### config.mk
export PLATFORM = sky130hd
export DESIGN_NAME = seq_detector_param_flat
export DESIGN_NICKNAME = d
export VERILOG_FILES = /design/src/rtl/seq_detector_param_pkg.sv /design/src/rtl/seq_detector_param_if.sv /design/src/rtl/seq_detector_param_prefix_next.sv /design/src/rtl/seq_detector_param.sv /design/src/flat_wrapper.sv
export SDC_FILE = /design/constraint.sdc
export NUM_CORES = 1
export LEC_CHECK = 0
export ABC_CLOCK_PERIOD_IN_PS = 3000
export BUFFER_PORTS_ARGS = -buffer_cell sky130_fd_sc_hd__buf_2
export CAP_MARGIN = 20
export CORE_ASPECT_RATIO = 0.5
export CORE_MARGIN = 4
export CORE_UTILIZATION = 30
export CTS_BUF_LIST = sky130_fd_sc_hd__clkbuf_2 sky130_fd_sc_hd__clkbuf_4 sky130_fd_sc_hd__clkbuf_8
export CTS_CLUSTER_SIZE = 16
export DETAILED_ROUTE_END_ITERATION = 10
export GPL_TIMING_DRIVEN = 0
export PLACE_DENSITY = 0.46
export SKIP_CTS_REPAIR_TIMING = 1
export SYNTH_ARGS = -nofsm -noshare
export SYNTH_HDL_FRONTEND = slang
export SYNTH_SLANG_ARGS = --single-unit
### constraint.sdc
create_clock -name clk -period 3 [get_ports clk]
set_input_delay 0.6 -clock clk [delete_from_list [all_inputs] [get_ports clk]]
set_output_delay 0.6 -clock clk [all_outputs]
set_load 0.03 [all_outputs]
### src/rtl/seq_detector_param_pkg.sv
// seqdet_pkg: shared constants, helpers and types for the parametrised
// serial sequence detector (seq_detector_param).
//   SEQDET_MAX_LEN  - longest pattern the detector is built for
//   seqdet_state_w  - width of the prefix-length state register
//   seqdet_mode_e   - overlap / non-overlap detection mode encoding
package seqdet_pkg;

    localparam int SEQDET_MAX_LEN = 16;

    // State k runs 0..len inclusive, so it needs room for len+1 values.
    function automatic int seqdet_state_w(input int len);
        return $clog2(len + 1);
    endfunction

    typedef enum logic {
        SEQDET_NONOVERLAP = 1'b0,
        SEQDET_OVERLAP    = 1'b1
    } seqdet_mode_e;

endpackage

### src/rtl/seq_detector_param_if.sv
// seq_detector_param_if: serial-data side bundle of the sequence detector.
//   din_valid, din   - qualified serial data bit
//   overlap_en       - 1 = overlapping detection, 0 = non-overlapping
//   clear            - synchronous clear of state and counter
//   detected         - Moore match flag
//   match_count      - saturating match count (only with SEQDET_COUNT_EN)
// Modports: master drives the serial data/controls, slave is the detector.
// Optional feature macro: SEQDET_COUNT_EN.
interface seq_detector_param_if #(
    parameter int CNT_W = 8
) ();
    logic din_valid;
    logic din;
    logic overlap_en;
    logic clear;
    logic detected;

    if (CNT_W < 1) begin : g_cnt_w_chk
        $error("seq_detector_param_if: CNT_W must be at least 1");
    end

`ifdef SEQDET_COUNT_EN
    logic [CNT_W-1:0] match_count;

    modport master (output din_valid, output din, output overlap_en,
                    output clear, input detected, input match_count);
    modport slave  (input din_valid, input din, input overlap_en,
                    input clear, output detected, output match_count);
`else
    modport master (output din_valid, output din, output overlap_en,
                    output clear, input detected);
    modport slave  (input din_valid, input din, input overlap_en,
                    input clear, output detected);
`endif

endinterface

### src/rtl/seq_detector_param_prefix_next.sv
// seqdet_prefix_next: combinational next-state function of the detector.
// Given the currently matched prefix length k and the incoming bit, returns
// the longest pattern prefix that is a suffix of (prefix k, din).
//   k      - current matched prefix length, 0..PAT_LEN
//   din    - incoming serial bit
//   mode   - overlap / non-overlap; only matters when k == PAT_LEN
//   k_next - next matched prefix length
module seqdet_prefix_next
    import seqdet_pkg::*;
#(
    parameter int                 PAT_LEN = 5,
    parameter logic [PAT_LEN-1:0] PATTERN = 5'b10101,
    parameter int                 SW      = seqdet_state_w(PAT_LEN)
) (
    input  logic [SW-1:0] k,
    input  logic          din,
    input  seqdet_mode_e  mode,
    output logic [SW-1:0] k_next
);

    localparam logic [SW-1:0] K_FULL = SW'(PAT_LEN);

    // Bit p of PATTERN, 0 when p falls outside the pattern.
    function automatic logic pbit(input int p);
        logic [PAT_LEN-1:0] t;
        if (p < 0 || p >= PAT_LEN) return 1'b0;
        t = PATTERN >> p;
        return t[0];
    endfunction

    always_comb begin
        int   kk;
        logic ok;
        // A completed match in non-overlap mode keeps no history.
        kk = (k == K_FULL && mode == SEQDET_NONOVERLAP) ? 0 : int'(k);
        k_next = '0;
        // Prefix position q sits at PATTERN[PAT_LEN-1-q]. Candidate j matches
        // when prefix positions kk-j+1..kk-1 equal positions 0..j-2 and din
        // equals position j-1. Ascending j leaves the longest match.
        for (int j = 1; j <= PAT_LEN; j++) begin
            ok = (j <= kk + 1) && (din == pbit(PAT_LEN - j));
            for (int i = 0; i < PAT_LEN - 1; i++) begin
                if (i < j - 1 && pbit(PAT_LEN - 2 - kk + j - i) != pbit(PAT_LEN - 1 - i))
                    ok = 1'b0;
            end
            if (ok) k_next = SW'(j);
        end
    end

endmodule

### src/rtl/seq_detector_param.sv
// seq_detector_param: parametrised Moore serial bit-pattern detector.
//   clk    - rising-edge clock
//   reset  - asynchronous active-high reset
//   bus    - seq_detector_param_if.slave (din_valid, din, overlap_en, clear,
//            detected, and match_count when SEQDET_COUNT_EN is defined)
// PATTERN[PAT_LEN-1] is the first bit of the pattern on the wire.
// Optional feature macro: SEQDET_COUNT_EN adds a CNT_W-bit saturating
// match counter on bus.match_count.
module seq_detector_param
    import seqdet_pkg::*;
#(
    parameter int                 PAT_LEN = 5,
    parameter logic [PAT_LEN-1:0] PATTERN = 5'b10101,
    parameter int                 CNT_W   = 8
) (
    input  logic                clk,
    input  logic                reset,
    seq_detector_param_if.slave bus
);

    localparam int              SW     = seqdet_state_w(PAT_LEN);
    localparam logic [SW-1:0]   K_FULL = SW'(PAT_LEN);

    if (PAT_LEN < 2 || PAT_LEN > SEQDET_MAX_LEN) begin : g_len_chk
        $error("seq_detector_param: PAT_LEN out of range 2..16");
    end
    if (CNT_W < 1) begin : g_cnt_w_chk
        $error("seq_detector_param: CNT_W must be at least 1");
    end

    logic [SW-1:0] state_p0;
    logic [SW-1:0] k_next;
    logic          det_p0;
    logic          hit;
    seqdet_mode_e  mode;

    assign mode = seqdet_mode_e'(bus.overlap_en);

    seqdet_prefix_next #(
        .PAT_LEN (PAT_LEN),
        .PATTERN (PATTERN),
        .SW      (SW)
    ) u_prefix_next (
        .k      (state_p0),
        .din    (bus.din),
        .mode   (mode),
        .k_next (k_next)
    );

    // A valid edge landing on the full pattern.
    assign hit = bus.din_valid && (k_next == K_FULL);

    // ---- stage p0: state register; detected is a flop tracking k == PAT_LEN
    always_ff @(posedge clk or posedge reset) begin
        if (reset) begin
            state_p0 <= '0;
            det_p0   <= 1'b0;
        end else if (bus.clear) begin
            state_p0 <= '0;
            det_p0   <= 1'b0;
        end else if (bus.din_valid) begin
            state_p0 <= k_next;
            det_p0   <= (k_next == K_FULL);
        end
    end

    assign bus.detected = det_p0;

`ifdef SEQDET_COUNT_EN
    logic [CNT_W-1:0] cnt_p0;

    function automatic logic [CNT_W-1:0] sat_inc(input logic [CNT_W-1:0] v);
        return (&v) ? v : v + 1'b1;
    endfunction

    always_ff @(posedge clk or posedge reset) begin
        if (reset) begin
            cnt_p0 <= '0;
        end else if (bus.clear) begin
            cnt_p0 <= '0;
        end else if (hit) begin
            cnt_p0 <= sat_inc(cnt_p0);
        end
    end

    assign bus.match_count = cnt_p0;
`else
    logic unused_hit;
    assign unused_hit = hit;
`endif

endmodule
### src/flat_wrapper.sv
// flat-port wrapper written by rule: the top's interface ports become plain ports
module seq_detector_param_flat import seqdet_pkg::*;
#(
    parameter int                 PAT_LEN = 5,
    parameter logic [PAT_LEN-1:0] PATTERN = 5'b10101,
    parameter int                 CNT_W   = 8
)
  (clk, reset, bus_din_valid, bus_din, bus_overlap_en, bus_clear, bus_detected);
  seq_detector_param_if #(.CNT_W(CNT_W)) bus_i ();
  input  logic clk;
  input  logic reset;
  input wire logic [$bits(bus_i.din_valid)-1:0] bus_din_valid;
  input wire logic [$bits(bus_i.din)-1:0] bus_din;
  input wire logic [$bits(bus_i.overlap_en)-1:0] bus_overlap_en;
  input wire logic [$bits(bus_i.clear)-1:0] bus_clear;
  output wire logic [$bits(bus_i.detected)-1:0] bus_detected;
  assign bus_i.din_valid = bus_din_valid;
  assign bus_i.din = bus_din;
  assign bus_i.overlap_en = bus_overlap_en;
  assign bus_i.clear = bus_clear;
  assign bus_detected = bus_i.detected;
  seq_detector_param #(.PAT_LEN(PAT_LEN), .PATTERN(PATTERN), .CNT_W(CNT_W)) u_core (.clk(clk), .reset(reset), .bus(bus_i));
endmodule
==> results by group, run 1 <==
Logic synthesis
  – Register area share after synthesis: 0.111
  – Netlist Area Pre-Place: 898 µm²
  – Mapped Cells: 103
  – Mean post-synth cell area: 8.72 µm²
  – Post-synth cell types: 37
  – Yosys reg bits: 4
  – Yosys warning total: 0
  – Net count of the mapped netlist: 135

Timing
  – Worst-margin pin slew: 0.349 ns
  – Final Max Tran Viols: 0
  – RSZ-0062 raised after global routing: true
  – Final Hold Fails: 0
  – Worst setup margin: -0.358 ns
  – Fin crit share: 1.12
  – Min Tclk post-route: 3.36 ns
  – Slew HR: 0.765
  – Peak Freq: 298 MHz
  – Final Setup Violations: 3
  – Setup TNS: -0.875 ns
  – Setup Skew: 0.00192 ns

Critical path
  – CP startpoint kind: input port
  – Slowest cell on the critical path: fa_1
  – WS Path Type: input port to register
  – Max stage delay on crit path: 0.49 ns
  – RR Startpoint: u_core.state_p0[0]
  – Worst EP required: 3.08 ns
  – Crit path max-delay family: simple AND/OR/NAND/NOR gates
  – Worst Setup SP: bus_overlap_en
  – Critical path arrival: 3.44 ns
  – Max FO, Critical Path: 8
  – Crit-path cells: buf_6 > or3b_4 > and2_4 > clkinv_8 > xnor2_4 > ha_4 > ha_4 > inv_2 > fa_1 > nor4bb_4 > nand2_1 > nor4b_4 > a21oi_4 > a31oi_1 > o32ai_1
  – Critical path buffers and inverters: 3
  – Most used cell, CP: ha_4
  – CP Capture Type: register

Cells and area
  – Filler cell count: 257
  – Fin area: 1290 µm²
  – Diode count: 0
  – Final #Nets: 163
  – Area delta synth->final: 43.9%
  – Share of cells above drive strength 1: 0.380

Flow run
  – Max-capacitance violation count: 0

Detailed routing
  – Drt initial violations: 17
  – Post-DRT Antenna Nets: 0
  – DR vias: 811
  – Number of detailed-route iterations in the first pass: 4
  – Total routed wirelength: 2090 µm
  – Via-to-Cell Ratio: 4.89
  – # DRC: 0
  – DR WL/cell: 12.6 µm

CTS
  – CTS Sinks: 4
  – CTS Root Cell: clkbuf_8
  – TritonCTS clock tree: built
  – Clk buf depth: 2
  – Cts bufs inserted: 3
  – Reg clk slew, reported paths: 0.03 ns
  – CTS H-tree depth: 1
  – Worst skew pair latency: 0.21 ns

Global routing
  – Total congestion overflow: 0
  – Largest net degree at the start of global routing: 15
  – Vias in the first global route: 695
  – Initial antenna violation count: 0
  – First-pass GRT wire length: 3240 µm
  – Gr usage total: 0.104

Place
  – DP HPWL: 1550 µm
  – Port Buf Inserts: 5
  – Placed cell areas: 1030 µm²
  – GPL Wtd Cong: 0.731

Worst hold path
  – Hold crit path type: input port to asynchronous set/reset pin

Power
  – Pwr/cell area: 241 nW/µm²
  – Worst VDD drop: 208 µV
  – Leakage: 0.000592 µW

Floorplan
  – Die height: 46.7 µm
  – Core footprint: 2720 µm²
  – Std-Cell Rows: 13
  – DIE AREA: 3990 µm²
  – Initial Util: 0.331
  – I/O pin cnt: 7
  – Die Wd: 85.4 µm

Run status
  – Status: finished with violations
  – Failing checks: setup timing
final cells by class:
cell class,count,area (µm²),share of cell area
timing repair buffer,23,166,0.129
multi-input combinational,86,861,0.666
buffer,3,22.5,0.0174
inverter,10,53.8,0.0416
sequential,4,101,0.0784
tap,37,46.3,0.0358
clock buffer,3,41.3,0.0319
state kept, by name (all words and copies together) (netlist names):
| signal | cells |
|---|---|
| u_core.bus.detected | 1 |
| u_core.state_p0 | 3 |
layer usage:
layer / GRT usage / share of wire
met5: 0 / 0
met4: 0.0379 / 0
met3: 0.00536 / 0.019
met2: 0.156 / 0.42
met1: 0.158 / 0.56
path summary, 6_finish.rpt:
path,endpoint,slack [ns],cells past startpoint
worst max-delay path,u_core.state_p0[1],-0.36,15
min in group clk,u_core.bus.detected,0.51,2
worst min-delay path,u_core.state_p0[0],0.26,2
worst max register to register,u_core.state_p0[1],-0.31,15
max in group asynchronous,u_core.state_p0[1],2.58,2
worst min register to register,u_core.bus.detected,0.51,2
worst reg2reg max path, delay by kind of cell, from the launching register on:
| kind | cells | cell delay (ns) |
|---|---|---|
| xor+xnor | 1 | 0.13 |
| compound gates | 3 | 0.36 |
| simple gates | 5 | 1.34 |
| flops | 1 | 0.33 |
| buf+inv | 3 | 0.24 |
| fa+ha+maj | 3 | 0.80 |
report_power, final:
part / switching (µW) / internal [µW] / total, µW
logic: 67.5 / 75.4 / 143
clock network: 25.8 / 85.4 / 111
registers: 1.74 / 55.7 / 57.5
total: 95.0 / 216 / 312
layout by cell type (no fill, tap or decap), types with 2 or more instances in the layout:
cell      netlist  layout
a21oi_1         4       4
and2_4          1       2
buf_2           0       4
buf_4           1      19
buf_6           1       2
clkbuf_8        0       3
dfrtp_1         4       3
fa_1            3       3
ha_1           23      18
ha_4            0       4
inv_1           9       6
inv_2           0       2
mux2i_1         2       2
nand2_1         6       6
nor2_1         11      11
nor3_1          3       3
nor4b_1         3       3
nor4bb_1        3       2
o21ai_0         4       4
o22ai_1         2       2
cell families after synthesis:
kind of cell,count (synthesis),share of synthesized area
AOI/OAI and AO/OA,18,0.139
adders and majority gates,26,0.387
and+or+nand+nor,39,0.258
DFF,4,0.111
muxes,2,0.0223
xor gates and xnor gates,1,0.00975
buffers and inverters,13,0.0724
synth_stat cells (all sizes together):
library cell  count  area, µm²
dfrtp             4        100
nand4             1       6.26
nand4b            1       8.76
nor2             11       41.3
nand2b            1       6.26
fa                3       60.1
xnor2             1       8.76
nor4b             4       41.3
a22oi             1       7.51
nand2             7       28.8
a21oi             5       36.3
a211oi            1       7.51
inv              10       42.5
and3              2       12.5
ha               23        288
buf               2       18.8
mux2i             2       20.0
nor4bb            3       30.0
nor3              3       15.0
o2111ai           1       8.76
clkbuf            1       3.75
o32ai             1       8.76
o22ai             2       12.5
o311ai            1       8.76
and2              2       15.0
a31oi             1       6.26
a2111oi           1       8.76
and2b             1       7.51
o21ai             4       20.0
nand3             2       10.0
or3b              1       8.76
through the flow:
stage,total power (µW),hold slack (ns),setup WS (ns),std cells,utilization
after detailed placement,165,0.491,-0.735,145,0.380
after floorplan,142,0.366,-0.310,103,-
after global placement,167,0.492,-0.756,145,0.380
after global routing,336,0.278,-0.497,166,0.476
after CTS,279,0.265,-0.541,148,0.395
final,312,0.260,-0.358,166,0.476
No activity file was read; power rests on OpenSTA's default activity.
==> run 2: changes to the inputs <==
==> constraint.sdc (replaced) <==
create_clock -name clk -period 3 [get_ports clk]
set_input_delay 0.3 -clock clk [delete_from_list [all_inputs] [get_ports clk]]
set_output_delay 0.3 -clock clk [all_outputs]
set_load 0.03 [all_outputs]
==> run 2 against run 1 <==
  * The flow still finishes with violations (setup timing)
  * Routed wire length rose by 1.1%
  * Non-clock buffer count grew 2
  * Clock-buffer cell count is the same
  * Largest power group unchanged
  * Cell count rose by 1.2%
  * Worst setup slack better by 0.083 ns
  * Highest routed layer unchanged
  * Combinational power grew 3%
  * Power increased by 0.85%
  * Fmax increased by 2.5%
  * Critical path type is now register to register
  * Register-to-register slack gained 0.03 ns
==> results by group, run 2 (synthesis results as in run 1) <==
Critical path
  – Worst R2R Path Depth: 14 (was 15)
  – Worst EP required: 3.08 ns (about the same)
  – Critical path endpoint: u_core.state_p0[1] (unchanged)
  – Crit path max-delay family: simple AND/OR/NAND/NOR gates (unchanged)
  – CP Depth: 14 (was 15)
  – Most used cell, CP: ha_4 (unchanged)
  – RR Startpoint: u_core.state_p0[1] (was u_core.state_p0[0])
  – CP Capture Type: register (unchanged)
  – CP startpoint kind: register (was input port)
  – Worst R2R Setup Slack: -0.28 ns (was -0.31 ns)
  – Max FO, Critical Path: 7 (was 8)
  – Max stage delay on crit path: 0.49 ns (about the same)
  – Crit-path cells: or3b_4 > and2_4 > clkinv_8 > xnor2_4 > ha_4 > ha_4 > inv_2 > fa_1 > nor4bb_4 > nand2_1 > nor4b_4 > a21oi_4 > a31oi_2 > o32ai_2 (was buf_6 > or3b_4 > and2_4 > clkinv_8 > xnor2_4 > ha_4 > ha_4 > inv_2 > fa_1 > nor4bb_4 > nand2_1 > nor4b_4 > a21oi_4 > a31oi_1 > o32ai_1)
  – Worst Setup SP: u_core.state_p0[1] (was bus_overlap_en)
  – R2r endpoint: u_core.state_p0[1] (unchanged)
  – Critical path buffers and inverters: 2 (was 3)
  – WS Path Type: register to register (was input port to register)
  – Critical path arrival: 3.36 ns (was 3.44 ns)
  – Slowest cell on the critical path: fa_1 (unchanged)

CTS
  – Cts bufs inserted: 3 (unchanged)
  – TritonCTS clock tree: built (unchanged)
  – CTS Sinks: 4 (unchanged)
  – Reg clk slew, reported paths: 0.03 ns (about the same)
  – CTS H-tree depth: 1 (unchanged)
  – CTS Root Cell: clkbuf_8 (unchanged)
  – Clk buf depth: 2 (unchanged)
  – Worst skew pair latency: 0.21 ns (about the same)

Global routing
  – First-pass GRT wire length: 3400 µm (was 3240 µm)
  – Largest net degree at the start of global routing: 15 (unchanged)
  – Total congestion overflow: 0 (unchanged)
  – Gr usage total: 0.110 (was 0.104)
  – Vias in the first global route: 749 (was 695)
  – Initial antenna violation count: 0 (unchanged)

Cells and area
  – Area delta synth->final: 48.6% (was 43.9%)
  – Area occupied by multi-input gates: 877 µm² (was 861 µm²)
  – Final #Nets: 165 (was 163)
  – Largest reg by FF count: u_core.state_p0 (unchanged)
  – Diode count: 0 (unchanged)
  – FF+latch area: 101 µm² (unchanged)
  – Max reg flops: 3 (unchanged)
  – Share of cells above drive strength 1: 0.405 (was 0.380)
  – Filler cell count: 257 (unchanged)
  – Final Core Density: 0.491 (was 0.476)
  – Most frequent cells in the layout: buf_4, ha_1, nor2_1 (unchanged)
  – Commonest non-fill, non-tap cell in the layout: buf_4 (unchanged)
  – Final std cells w/o fill: 168 (was 166)

Timing
  – Final Hold Fails: 0 (unchanged)
  – Worst setup margin: -0.275 ns (was -0.358 ns)
  – Final Max Tran Viols: 0 (unchanged)
  – WHS: 0.324 ns (was 0.260 ns)
  – Final Setup Violations: 3 (unchanged)
  – Fin crit share: 1.09 (was 1.12)
  – Slew HR: 0.760 (was 0.765)
  – Setup Skew: 0.00273 ns (was 0.00192 ns)
  – Setup TNS: -0.616 ns (was -0.875 ns)
  – Min Tclk post-route: 3.28 ns (was 3.36 ns)
  – Peak Freq: 305 MHz (was 298 MHz)
  – RSZ-0062 raised after global routing: true (unchanged)
  – Worst-margin pin slew: 0.351 ns (was 0.349 ns)

Detailed routing
  – # DRC: 0 (unchanged)
  – Drt initial violations: 31 (was 17)
  – Post-DRT Antenna Nets: 0 (unchanged)
  – DR WL/cell: 12.6 µm (about the same)
  – Via-to-Cell Ratio: 4.83 (was 4.89)
  – Total routed wirelength: 2110 µm (was 2090 µm)
  – DR vias: 812 (was 811)
  – Number of detailed-route iterations in the first pass: 4 (unchanged)

Place
  – DP HPWL: 1550 µm (about the same)
  – GPL Wtd Cong: 0.806 (was 0.731)
  – Port Buf Inserts: 5 (unchanged)
  – Placed Instances: 145 (unchanged)

Worst hold path
  – Hold crit path type: input port to register (was input port to asynchronous set/reset pin)

Floorplan
  – I/O pin cnt: 7 (unchanged)
  – Std-Cell Rows: 13 (unchanged)
  – Die height: 46.7 µm (unchanged)
  – Die Wd: 85.4 µm (unchanged)
  – DIE AREA: 3990 µm² (unchanged)
  – Initial Util: 0.331 (unchanged)
  – Core footprint: 2720 µm² (unchanged)

Flow run
  – Max-capacitance violation count: 0 (unchanged)

Run status
  – Status: finished with violations (unchanged)
  – Failing checks: setup timing (unchanged)

Power
  – Pwr Total: 314 µW (was 312 µW)
  – Leakage: 0.000610 µW (was 0.000592 µW)
  – Worst VDD drop: 287 µV (was 208 µV)
  – Pwr/cell area: 235 nW/µm² (was 241 nW/µm²)
==> run 2: cell type report <==
type	instances	share of cell area
inverter	10	0.0422
sequential	4	0.0759
clock buffer	3	0.0309
tap	37	0.0347
timing repair buffer	25	0.142
multi-input combinational	86	0.657
buffer	3	0.0169
==> run 2: where the power goes <==
group | leakage [µW] | switching, µW | internal [µW]
clock | 0.0000216 | 24.9 | 85.3
combinational | 0.000535 | 68.7 | 78.0
sequential | 0.0000529 | 1.60 | 55.8
total | 0.000610 | 95.2 | 219
==> run 2: worst register-to-register path: cells and delay by family (launching register included) <==
family          cells  cell delay (ns)
simple gates        5             1.32
fa+ha+maj           3             0.81
flops               1             0.42
compound gates      3             0.37
xor+xnor            1             0.13
buf+inv             2             0.11
==> run 2: worst min-delay path by stage <==
stage,slack [ns],start,depth (start not counted),to
2_1_floorplan,0.07,reset,1,u_core.bus.detected
3_3_place_gp,0.19,reset,2,u_core.bus.detected
3_5_place_dp,0.19,reset,2,u_core.bus.detected
4_1_cts,-0.04,reset,2,u_core.bus.detected
5_1_grt,0.32,bus_clear,2,u_core.state_p0[2]
6_report,0.32,bus_clear,2,u_core.state_p0[2]
==> run 2: metal layers <==
metal	track usage	wire [µm]
met2	0.173	920
met3	0.00536	62
met4	0.0473	0
met5	0	0
met1	0.158	1130
==> run 2: metrics by stage <==
step / cell area (µm²) / setup WS [ns]
final: 1340 / -0.275
after floorplan: 960 / -0.160
after global placement: 1030 / -0.515
after detailed placement: 1030 / -0.470
after CTS: 1070 / -0.494
after global routing: 1340 / -0.405
==> run 3: changes to the inputs <==
--- a/config.mk
+++ b/config.mk
@@ -8,7 +8,7 @@
 export ABC_CLOCK_PERIOD_IN_PS = 3000
 export BUFFER_PORTS_ARGS = -buffer_cell sky130_fd_sc_hd__buf_2
 export CAP_MARGIN = 20
-export CORE_ASPECT_RATIO = 0.5
+export CORE_ASPECT_RATIO = 2
 export CORE_MARGIN = 4
 export CORE_UTILIZATION = 30
 export CTS_BUF_LIST = sky130_fd_sc_hd__clkbuf_2 sky130_fd_sc_hd__clkbuf_4 sky130_fd_sc_hd__clkbuf_8
==> run 3 against run 2 <==
  * The run still ends with setup timing left
  * Combinational power about the same
  * Sequential share of layout area increased by 0.27 points
  * Fmax shrank 3.5%
  * Register-to-register slack got worse by 0.12 ns
  * Critical path depth stayed put
  * Die area did not move
  * Critical path type unchanged
  * Critical endpoint unchanged
  * Utilization fell by 3.1 points
  * Highest routed layer is now met4
==> results by group, run 3 (synthesis results as in run 1) <==
CTS
  – CTS Root Cell: clkbuf_8 (unchanged)
  – CTS Sinks: 4 (unchanged)
  – Worst skew pair latency: 0.22 ns (was 0.21 ns)
  – Clk buf depth: 2 (unchanged)
  – Cts bufs inserted: 3 (unchanged)
  – TritonCTS clock tree: built (unchanged)
  – CTS H-tree depth: 1 (unchanged)
  – Reg clk slew, reported paths: 0.03 ns (about the same)

Power
  – P_int: 219 µW (about the same)
  – Sequential power share: 0.181 (was 0.183)
  – Clock power frac: 0.350 (was 0.351)
  – Logic pwr share: 0.469 (was 0.467)
  – Switching share of power: 0.311 (was 0.303)
  – Sw Pwr: 98.5 µW (was 95.2 µW)
  – Leakage: 0.000588 µW (was 0.000610 µW)
  – Worst VDD drop: 290 µV (was 287 µV)
  – Pwr/cell area: 246 nW/µm² (was 235 nW/µm²)

Global routing
  – Gr usage total: 0.124 (was 0.110)
  – Total congestion overflow: 0 (unchanged)
  – First-pass GRT wire length: 3570 µm (was 3400 µm)
  – Initial antenna violation count: 0 (unchanged)
  – Vias in the first global route: 791 (was 749)
  – Largest net degree at the start of global routing: 15 (unchanged)

Critical path
  – CP startpoint kind: register (unchanged)
  – Worst EP required: 3.08 ns (about the same)
  – WS Path Type: register to register (unchanged)
  – Critical path arrival: 3.47 ns (was 3.36 ns)
  – Max FO, Critical Path: 6 (was 7)
  – Worst R2R Path Depth: 14 (unchanged)
  – Worst R2R Setup Slack: -0.39 ns (was -0.28 ns)
  – CP Capture Type: register (unchanged)

Timing
  – RSZ-0062 raised after global routing: true (unchanged)
  – Final Setup Violations: 3 (unchanged)
  – Min Tclk post-route: 3.39 ns (was 3.28 ns)
  – Final Hold Fails: 0 (unchanged)
  – WHS: 0.313 ns (was 0.324 ns)
  – Worst-margin pin slew: 0.522 ns (was 0.351 ns)
  – Fin crit share: 1.13 (was 1.09)
  – Setup Skew: 0.00282 ns (was 0.00273 ns)
  – Peak Freq: 295 MHz (was 305 MHz)
  – Final Max Tran Viols: 0 (unchanged)
  – Worst setup margin: -0.394 ns (was -0.275 ns)
  – Slew HR: 0.643 (was 0.760)

Run status
  – Failing checks: setup timing (unchanged)
  – Status: finished with violations (unchanged)

Cells and area
  – Max reg flops: 3 (unchanged)
  – Area delta synth->final: 43.6% (was 48.6%)
  – Fin area: 1290 µm² (was 1340 µm²)
  – Final #Nets: 162 (was 165)
  – Filler cell count: 284 (was 257)
  – Share of cells above drive strength 1: 0.398 (was 0.405)
  – Most frequent cells in the layout: ha_1, buf_4, nor2_1 (was buf_4, ha_1, nor2_1)
  – Largest reg by FF count: u_core.state_p0 (unchanged)
  – Commonest non-fill, non-tap cell in the layout: ha_1 (was buf_4)
  – Diode count: 0 (unchanged)

Detailed routing
  – # DRC: 0 (unchanged)
  – Total routed wirelength: 2350 µm (was 2110 µm)
  – Drt initial violations: 15 (was 31)
  – DR WL/cell: 15.0 µm (was 12.6 µm)
  – Number of detailed-route iterations in the first pass: 4 (unchanged)
  – Post-DRT Antenna Nets: 0 (unchanged)
  – Via-to-Cell Ratio: 5.38 (was 4.83)
  – DR vias: 844 (was 812)

Place
  – Placed cell areas: 1020 µm² (was 1030 µm²)
  – Setup WS pre-CTS: -0.502 ns (was -0.470 ns)
  – DP HPWL: 1780 µm (was 1550 µm)
  – GPL Wtd Cong: 0.846 (was 0.806)
  – Port Buf Inserts: 5 (unchanged)

Floorplan
  – Initial Util: 0.320 (was 0.331)
  – Die Wd: 46.7 µm (was 85.4 µm)
  – Die height: 85.4 µm (was 46.7 µm)
  – Std-Cell Rows: 27 (was 13)
  – I/O pin cnt: 7 (unchanged)
  – Core footprint: 2800 µm² (was 2720 µm²)
  – DIE AREA: 3990 µm² (unchanged)

Worst hold path
  – Hold crit path type: input port to register (unchanged)
  – Hold Path Stages: 2 (unchanged)

Flow run
  – Max-capacitance violation count: 0 (unchanged)
-- run 3: per-layer routing --
metal  routed length, µm  global-route usage  up-vias
met3                  41              0.0191        7
met2                1440               0.230       17
li1                    -                   -      423
met1                 790               0.117      397
met4                  78              0.0680        0
met5                   0                   0        -
-- run 3: final timing paths --
path,startpoint,to
max,u_core.state_p0[1],u_core.state_p0[1]
min,bus_clear,u_core.state_p0[2]
max reg2reg,u_core.state_p0[1],u_core.state_p0[1]
min reg2reg,u_core.bus.detected,u_core.bus.detected
max in group asynchronous,reset,u_core.state_p0[1]
min in group asynchronous,reset,u_core.state_p0[2]
-- run 3: cell type report --
| cell class | count | area [µm²] | area share |
|---|---|---|---|
| plain buffers | 3 | 22.5 | 0.0175 |
| clock buffers | 3 | 41.3 | 0.0320 |
| inverters | 10 | 53.8 | 0.0417 |
| multi-input cells | 86 | 880 | 0.682 |
| flip-flops and latches | 4 | 101 | 0.0786 |
| well taps | 29 | 36.3 | 0.0281 |
| repair buffers | 22 | 155 | 0.120 |
-- run 3: power groups by stage --
stage | sequential, µW | clock (µW) | combinational [µW]
finish | 57.3 | 111 | 149
global route | 57.7 | 120 | 166
CTS | 57.3 | 115 | 112
detailed placement | 57.8 | 0 | 111
global placement | 57.9 | 0 | 109
floorplan | 57.5 | 0 | 84.4
-- run 3: per-stage QoR --
step	setup TNS, ns	std cells	utilization	total power, µW
floorplan	-0.327	103	-	142
global placement	-1.26	137	0.364	167
detailed placement	-1.27	137	0.364	169
CTS	-1.31	140	0.379	284
global route	-1.40	157	0.460	344
finish	-0.902	157	0.460	317
-- run 3: critical path: stages (launching register included) --
cell and delay, ns:
dfrtp_2 0.45, or3b_4 0.40, and2_4 0.20, clkinv_8 0.07, xnor2_4 0.12, ha_4 0.18
ha_4 0.13, inv_2 0.03, fa_1 0.52, nor4bb_4 0.30, nand2_2 0.11, nor4b_4 0.32
a21oi_4 0.06, a31oi_1 0.23, o32ai_2 0.13
